$ cat src/rtl/ifu_fetch.sv
// ifu_fetch: instruction-fetch unit behind the fetch-stage PC register.
// Latches the PC, issues one AXI4-Lite read (AR then R) and hands the
// instruction to decode through a one-entry valid/ready buffer.
// fetch_done_o pulses on the decode handshake to release the PC stall.
// A flush drops the in-flight fetch or the buffered instruction.
// Optional feature macro: IFU_PERF_EN enables the perf_fetch_o/perf_wait_o
// counters; without it both ports are tied to zero.
module ifu_fetch #(
    parameter int          ADDR_W     = 32,
    parameter logic [31:0] FAULT_INST = 32'h0000_0013
) (
    input  logic              clk,
    input  logic              rst,
    input  logic [ADDR_W-1:0] pc_i,
    input  logic              flush_i,
    output logic              arvalid_o,
    output logic [ADDR_W-1:0] araddr_o,
    input  logic              arready_i,
    input  logic              rvalid_i,
    input  logic [31:0]       rdata_i,
    input  logic [1:0]        rresp_i,
    output logic              rready_o,
    output logic              out_valid_o,
    input  logic              out_ready_i,
    output logic [31:0]       out_inst_o,
    output logic [ADDR_W-1:0] out_pc_o,
    output logic              out_fault_o,
    output logic              fetch_done_o,
    output logic [31:0]       perf_fetch_o,
    output logic [31:0]       perf_wait_o
);

    typedef enum logic [1:0] {
        S_IDLE = 2'd0,
        S_REQ  = 2'd1,
        S_WAIT = 2'd2,
        S_HOLD = 2'd3
    } state_t;

    state_t            r_state;
    state_t            w_state_next;
    logic              w_arvalid;
    logic              w_rready;
    logic              w_latch_pc;
    logic              w_capture;
    logic              w_release;
    logic [ADDR_W-1:0] r_req_pc;
    logic              r_drop;
    logic              r_out_valid;
    logic [31:0]       r_out_inst;
    logic [ADDR_W-1:0] r_out_pc;
    logic              r_out_fault;

    // State register.
    always_ff @(posedge clk) begin
        if (rst) begin
            r_state <= S_IDLE;
        end else begin
            r_state <= w_state_next;
        end
    end

    // Next state and per-state strobes; AR and R are never active together.
    always_comb begin
        w_state_next = r_state;
        w_arvalid    = 1'b0;
        w_rready     = 1'b0;
        w_latch_pc   = 1'b0;
        w_capture    = 1'b0;
        w_release    = 1'b0;
        case (r_state)
            S_IDLE: begin
                if (!flush_i) begin
                    w_latch_pc   = 1'b1;
                    w_state_next = S_REQ;
                end
            end
            S_REQ: begin
                // arvalid is held until the handshake, even across a flush.
                w_arvalid = 1'b1;
                if (arready_i) begin
                    w_state_next = S_WAIT;
                end
            end
            S_WAIT: begin
                w_rready = 1'b1;
                if (rvalid_i) begin
                    if (r_drop || flush_i) begin
                        w_state_next = S_IDLE;
                    end else begin
                        w_capture    = 1'b1;
                        w_state_next = S_HOLD;
                    end
                end
            end
            S_HOLD: begin
                // Flush and a decode handshake both empty the buffer.
                if (flush_i || out_ready_i) begin
                    w_release    = 1'b1;
                    w_state_next = S_IDLE;
                end
            end
            default: begin
                w_state_next = S_IDLE;
            end
        endcase
    end

    // Request PC, drop flag and the one-entry output buffer.
    always_ff @(posedge clk) begin
        if (rst) begin
            r_req_pc    <= '0;
            r_drop      <= 1'b0;
            r_out_valid <= 1'b0;
            r_out_inst  <= '0;
            r_out_pc    <= '0;
            r_out_fault <= 1'b0;
        end else begin
            if (w_latch_pc) begin
                r_req_pc <= pc_i;
            end
            // A flush while the read is outstanding marks its data as stale.
            if (r_state == S_REQ && flush_i) begin
                r_drop <= 1'b1;
            end else if (r_state == S_WAIT) begin
                if (rvalid_i) begin
                    r_drop <= 1'b0;
                end else if (flush_i) begin
                    r_drop <= 1'b1;
                end
            end
            if (w_capture) begin
                r_out_inst  <= (rresp_i == 2'b00) ? rdata_i : FAULT_INST;
                r_out_pc    <= r_req_pc;
                r_out_fault <= (rresp_i != 2'b00);
                r_out_valid <= 1'b1;
            end else if (w_release) begin
                r_out_valid <= 1'b0;
            end
        end
    end

    assign arvalid_o    = w_arvalid;
    assign araddr_o     = r_req_pc;
    assign rready_o     = w_rready;
    assign out_valid_o  = r_out_valid;
    assign out_inst_o   = r_out_inst;
    assign out_pc_o     = r_out_pc;
    assign out_fault_o  = r_out_fault;
    assign fetch_done_o = r_out_valid & out_ready_i & ~flush_i;

`ifdef IFU_PERF_EN
    logic [31:0] r_perf_fetch;
    logic [31:0] r_perf_wait;

    // Completed-fetch and memory-wait counters; both wrap naturally.
    always_ff @(posedge clk) begin
        if (rst) begin
            r_perf_fetch <= '0;
            r_perf_wait  <= '0;
        end else begin
            if (fetch_done_o) begin
                r_perf_fetch <= r_perf_fetch + 32'd1;
            end
            if (r_state == S_REQ || r_state == S_WAIT) begin
                r_perf_wait <= r_perf_wait + 32'd1;
            end
        end
    end

    assign perf_fetch_o = r_perf_fetch;
    assign perf_wait_o  = r_perf_wait;
`else
    assign perf_fetch_o = 32'd0;
    assign perf_wait_o  = 32'd0;
`endif

endmodule
$ cat config.mk
export PLATFORM = sky130hd
export DESIGN_NAME = ifu_fetch
export DESIGN_NICKNAME = d
export VERILOG_FILES = /design/src/rtl/ifu_fetch.sv
export SDC_FILE = /design/constraint.sdc
export NUM_CORES = 1
export LEC_CHECK = 0
export ABC_AREA = 1
export CORE_MARGIN = 5
export CORE_UTILIZATION = 39
export DETAILED_ROUTE_END_ITERATION = 10
export PLACE_DENSITY = 0.83
export SETUP_SLACK_MARGIN = 0.3
export SLEW_MARGIN = 0
export SYNTH_ARGS = -nofsm -noshare
export SYNTH_HDL_FRONTEND = slang
export SYNTH_SLANG_ARGS = --single-unit
$ cat constraint.sdc
create_clock -name clk -period 1.41 [get_ports clk]
set_input_delay 0.2115 -clock clk [delete_from_list [all_inputs] [get_ports clk]]
set_output_delay 0.2115 -clock clk [all_outputs]
set_load 0.02 [all_outputs]
* Word-level counts from Yosys, hierarchy flattened
Cells that the tools add are included.
Word-level totals: output and inout bits 165, flip-flop bits (word level) 101, input bits 72
Cells by class: equal/unequal tests 7, reduce and logical (&&, ||, !) cells 11, mux-type cells 22, bitwise logic cells 3
Operator list (number):
- 2-to-1 mux 32 bit | 1
- 2-to-1 mux 1 bit | 15
- 2-to-1 mux 2 bit | 5
- != test 2 bit (second input constant) | 4
- case mux 2 bit (4 select lines) | 1
- nonzero test 2 bit | 3
- equality test 2 bit (second input constant) | 2
- zero test 2 bit | 2
- AND reduction 4 bit | 1
- nonzero test 3 bit | 1
- AND 1 bit | 2
- equality test 2 x 1 -> 1 bit (second input constant) | 1
- logical OR 1 bit | 2
- AND reduction 2 bit | 1
- logical AND 1 bit | 1
- NOT 1 bit | 1

* Depth between registers and ports, before layout
word-level depth 5, depth in mapped cells 7, depth with buffers taken out 6

* Worst setup path after synthesis
Ideal clock, no wire load.
path kind register to register, start reg r_state[1], end reg r_out_inst[25], in the netlist out_inst_o[25], clock period less this slack 1.369 ns, setup time 0.116 ns, arrival time 1.253 ns, slack 0.041 ns, cell stages (with the launch flop) 8, cell sequence dfxtp_1 inv_1 nor2_4 nand3_4 buf_6 buf_6 o21ai_0 nor2_1
On the way: longest elaborated chain between the ends 2
Ends and longest elaborated chain:
- start: declaration | RTL line 40 | state_t r_state;
- start signal: assignment | RTL line 59 | r_state <= w_state_next;
- equality test 2 bit | RTL line 71 | case (r_state)
- 2-to-1 mux 1 bit | RTL line 71
- end signal: assignment | RTL line 133 | r_out_inst <= (rresp_i == 2'b00) ? rdata_i : FAULT_INST;
- end: declaration | RTL line 50 | logic [31:0] r_out_inst;
No other way between the ends. A chain may end at the register's enable or synchronous reset.

* Worst setup path after layout
start reg r_state[0], end reg r_req_pc[11], in the netlist araddr_o[11]
On the way: longest elaborated chain between the ends 2
Ends and longest elaborated chain:
- zero test 2 bit | RTL line 71
- 2-to-1 mux 1 bit | RTL line 71
- end signal: assignment | RTL line 120 | r_req_pc <= pc_i;
- end: declaration | RTL line 47 | logic [ADDR_W-1:0] r_req_pc;
No other way between the ends.

==> metrics.md <==
| Metric | Value |
|---|---|
| Top cells by area, synth | `dfxtp_1 47%, nor2_1 20%, o21ai_0 11%, buf_4 11%, inv_1 3.5%` |
| Area leader, netlist | `dfxtp_1` |
| Adder-Cell Fraction of Synth Area | `0` |
| FP Rows | `38` |
| RSZ-0062 raised after global routing | `true` |
| Post-Place Cell Area | `0.00607 sq mm` |
| Power per standard cell area | `1210 mW/mm^2` |
| Post-Synth XOR/XNOR Area | `0` |
| CTS Sinks | `101` |
| Final setup vio count | `0` |
| Part of the Yosys area used for sequential elements | `0.466` |
| GRT Resource Usage Total | `0.162` |
| Main combinational cell family by area after synthesis | `simple AND/OR/NAND/NOR gates` |
| # nets final | `846` |
| Hold-fix buffers at CTS | `0` |
| Die area | `0.0133 sq mm` |
| Final worst-path cycle share | `0.969` |
| CTS tree | `done` |
| First-pass GRT wire length | `17.4 mm` |
| Routability Congestion | `0.793` |
| Die Y | `115 um` |
| Cell area after synthesis | `0.00434 sq mm` |
| Final Core Density | `0.599` |
| Crit path arrival time | `1620 ps` |
| Antenna violations before repair | `0` |
| YS warnings | `0` |
| Fillers | `1020` |
| Avg Cell Area, Syn | `7.29 sq um` |
| Final min period | `1370 ps` |
| Peak VDD IR | `0.674 mV` |
| Io pins | `237` |
| CTS H-tree lvls | `3` |
| Leakage power | `2.99 nW` |
| Critical path class | `flip-flop to flip-flop` |
| Largest net degree at the start of global routing | `52` |
| Post-synth top flop | `dfxtp_1` |
| Top-area cell type share of the netlist area | `0.466` |
| Synth Area in Simple Gates | `0.226` |
| Final routed DRC violation total | `0` |
| CTS Buf Count | `9` |
| Max_cap viols | `0` |
| Worst-path fanout max | `20` |
| CP startpoint kind | `flip-flop` |
| EDFF count, synth | `0` |
| Number of inserted diodes | `0` |
| Maximum clock frequency | `732 MHz` |
| Post-route ant nets | `0` |
| DR WL/cell | `12.9 um` |
| Status | `finished clean` |
| Number of register bits inferred by synthesis | `101` |
| Root Buffer | `clkbuf_8` |
| Vias per Instance | `4.36` |
| Vias in the first global route | `3557` |
| Required time of the critical path | `1660 ps` |
| Most common library cells after synthesis | `226 x nor2_1, 101 x dfxtp_1, 96 x o21ai_0` |
| Routed wire length | `11.9 mm` |
| Core area | `0.0109 sq mm` |
| IO Port Bufs | `172` |
| DIE WIDTH | `115 um` |
| DR vias | `4003` |
| Grt ovf | `0` |
| Finished Cell Area | `0.00652 sq mm` |
| Initial core utilization | `0.398` |
| Layout cells sized above 1 | `0.340` |
| Post-Syn Instances | `595` |
| Slew Limit Fails | `0` |
| Clock latency on the worst-skew pair | `350 ps` |
| Area delta synth->final | `50.3%` |
| Post-Route Setup TNS | `0 ps` |
| Async SR Flop Fraction | `0` |
| Hold Path Class | `input port to flip-flop` |
| Drt first pass iters | `4` |
| Cell variety after synth | `16` |
| Hpwl dp | `8.40 mm` |
| Clock skew | `9.49 ps` |
| CP Capture Type | `flip-flop` |
| Final hold vios | `0` |
| Most frequent cell after synthesis | `nor2_1` |
| Maximum clock insertion buffer count | `2` |
| Area fraction in compound gates after synthesis | `0.117` |
| CTS clk-pin slew, worst paths | `100 ps` |
| Mux cell area share after synthesis | `0` |
| DRC marker count from the first detailed-route iteration | `220` |
[report_power, final]
group	switching, mW	internal [mW]	total [mW]
clock	1.01	0.711	1.72
combinational	1.53	1.24	2.76
sequential	0.206	3.22	3.42
total	2.74	5.17	7.91
[final timing paths]
| check | startpoint | slack (ps) | depth (start not counted) | end |
|---|---|---|---|---|
| worst max-delay path | r_state[0] | 40 | 7 | araddr_o[11] |
| worst min-delay path | flush_i | 390 | 3 | r_drop |
| worst max register to register | r_state[0] | 40 | 7 | araddr_o[11] |
| worst min register to register | out_inst_o[24] | 480 | 2 | out_inst_o[24] |
[worst max-delay path: stages, from the launching register on]
cell and delay (ps):
dfxtp_2 340, buf_6 130, nor3_4 230, buf_12 180, clkinv_8 70, buf_16 170, nor2_2 100, nor2_1 50
[cells in the final DEF, fill, tap and decap left out, types with 2 or more instances in the layout]
cell,n
nor2_1,190
dfxtp_1,36
buf_12,7
o21ai_1,21
clkbuf_8,10
buf_2,6
nand3_1,3
a21oi_1,3
inv_1,37
nor2_4,22
buf_6,18
o21ai_0,75
inv_2,4
buf_4,94
buf_8,2
clkdlybuf4s50_1,70
nor3_2,3
nand2_1,13
clkinvlp_4,2
nand2_2,3
a21oi_2,2
buf_16,2
dfxtp_2,64
nor2_2,15
conb_1,64
inv_6,3
[per-stage QoR]
step           total power, mW  hold WS [ps]  std cells  worst slack [ps]
2_1_floorplan             4.78           281        658               121
3_3_place_gp              5.77           455        895              -269
3_5_place_dp              5.81           469        895              -291
4_1_cts                   7.47           349        915              49.0
5_1_grt                   8.35           401        919             -33.8
6_report                  7.91           393        919              43.7
[state kept, by name, indices dropped and copies added, names as in the netlist]
signal       flops
araddr_o        32
out_fault_o      1
out_inst_o      32
out_pc_o        32
out_valid_o      1
r_drop           1
r_state          2
[kinds of logic after synthesis]
group,Yosys count
AND/OR/NAND/NOR,253
buffers and inverters,139
AO/OA/AOI/OAI,101
flip-flops,101
other,1
[routing by layer]
metal  GRT usage  wire length [um]  vias up
met5           0                 0        -
met4      0.0391               182        0
met3      0.0595              1120       16
met2       0.276              5860      150
met1       0.194              4700     1771
li1            -                 -     2066
[final cells by class]
type | instances | area (sq um) | share of cell area
clock buffers | 11 | 141 | 0.0217
multi-input cells | 418 | 1980 | 0.303
clock inverters | 5 | 41.3 | 0.00633
well taps | 140 | 175 | 0.0269
flip-flops and latches | 101 | 2110 | 0.323
repair buffers | 201 | 1910 | 0.292
inverters | 43 | 176 | 0.0271
[what timing repair did]
item,4_1_cts,5_1_grt
endpoints found under the setup margin,199,191
cloned,1,0
pin swaps,2,8
resized for setup,461,225
setup buffers,3,4
Note: power is estimated with default switching activity, not from simulation.
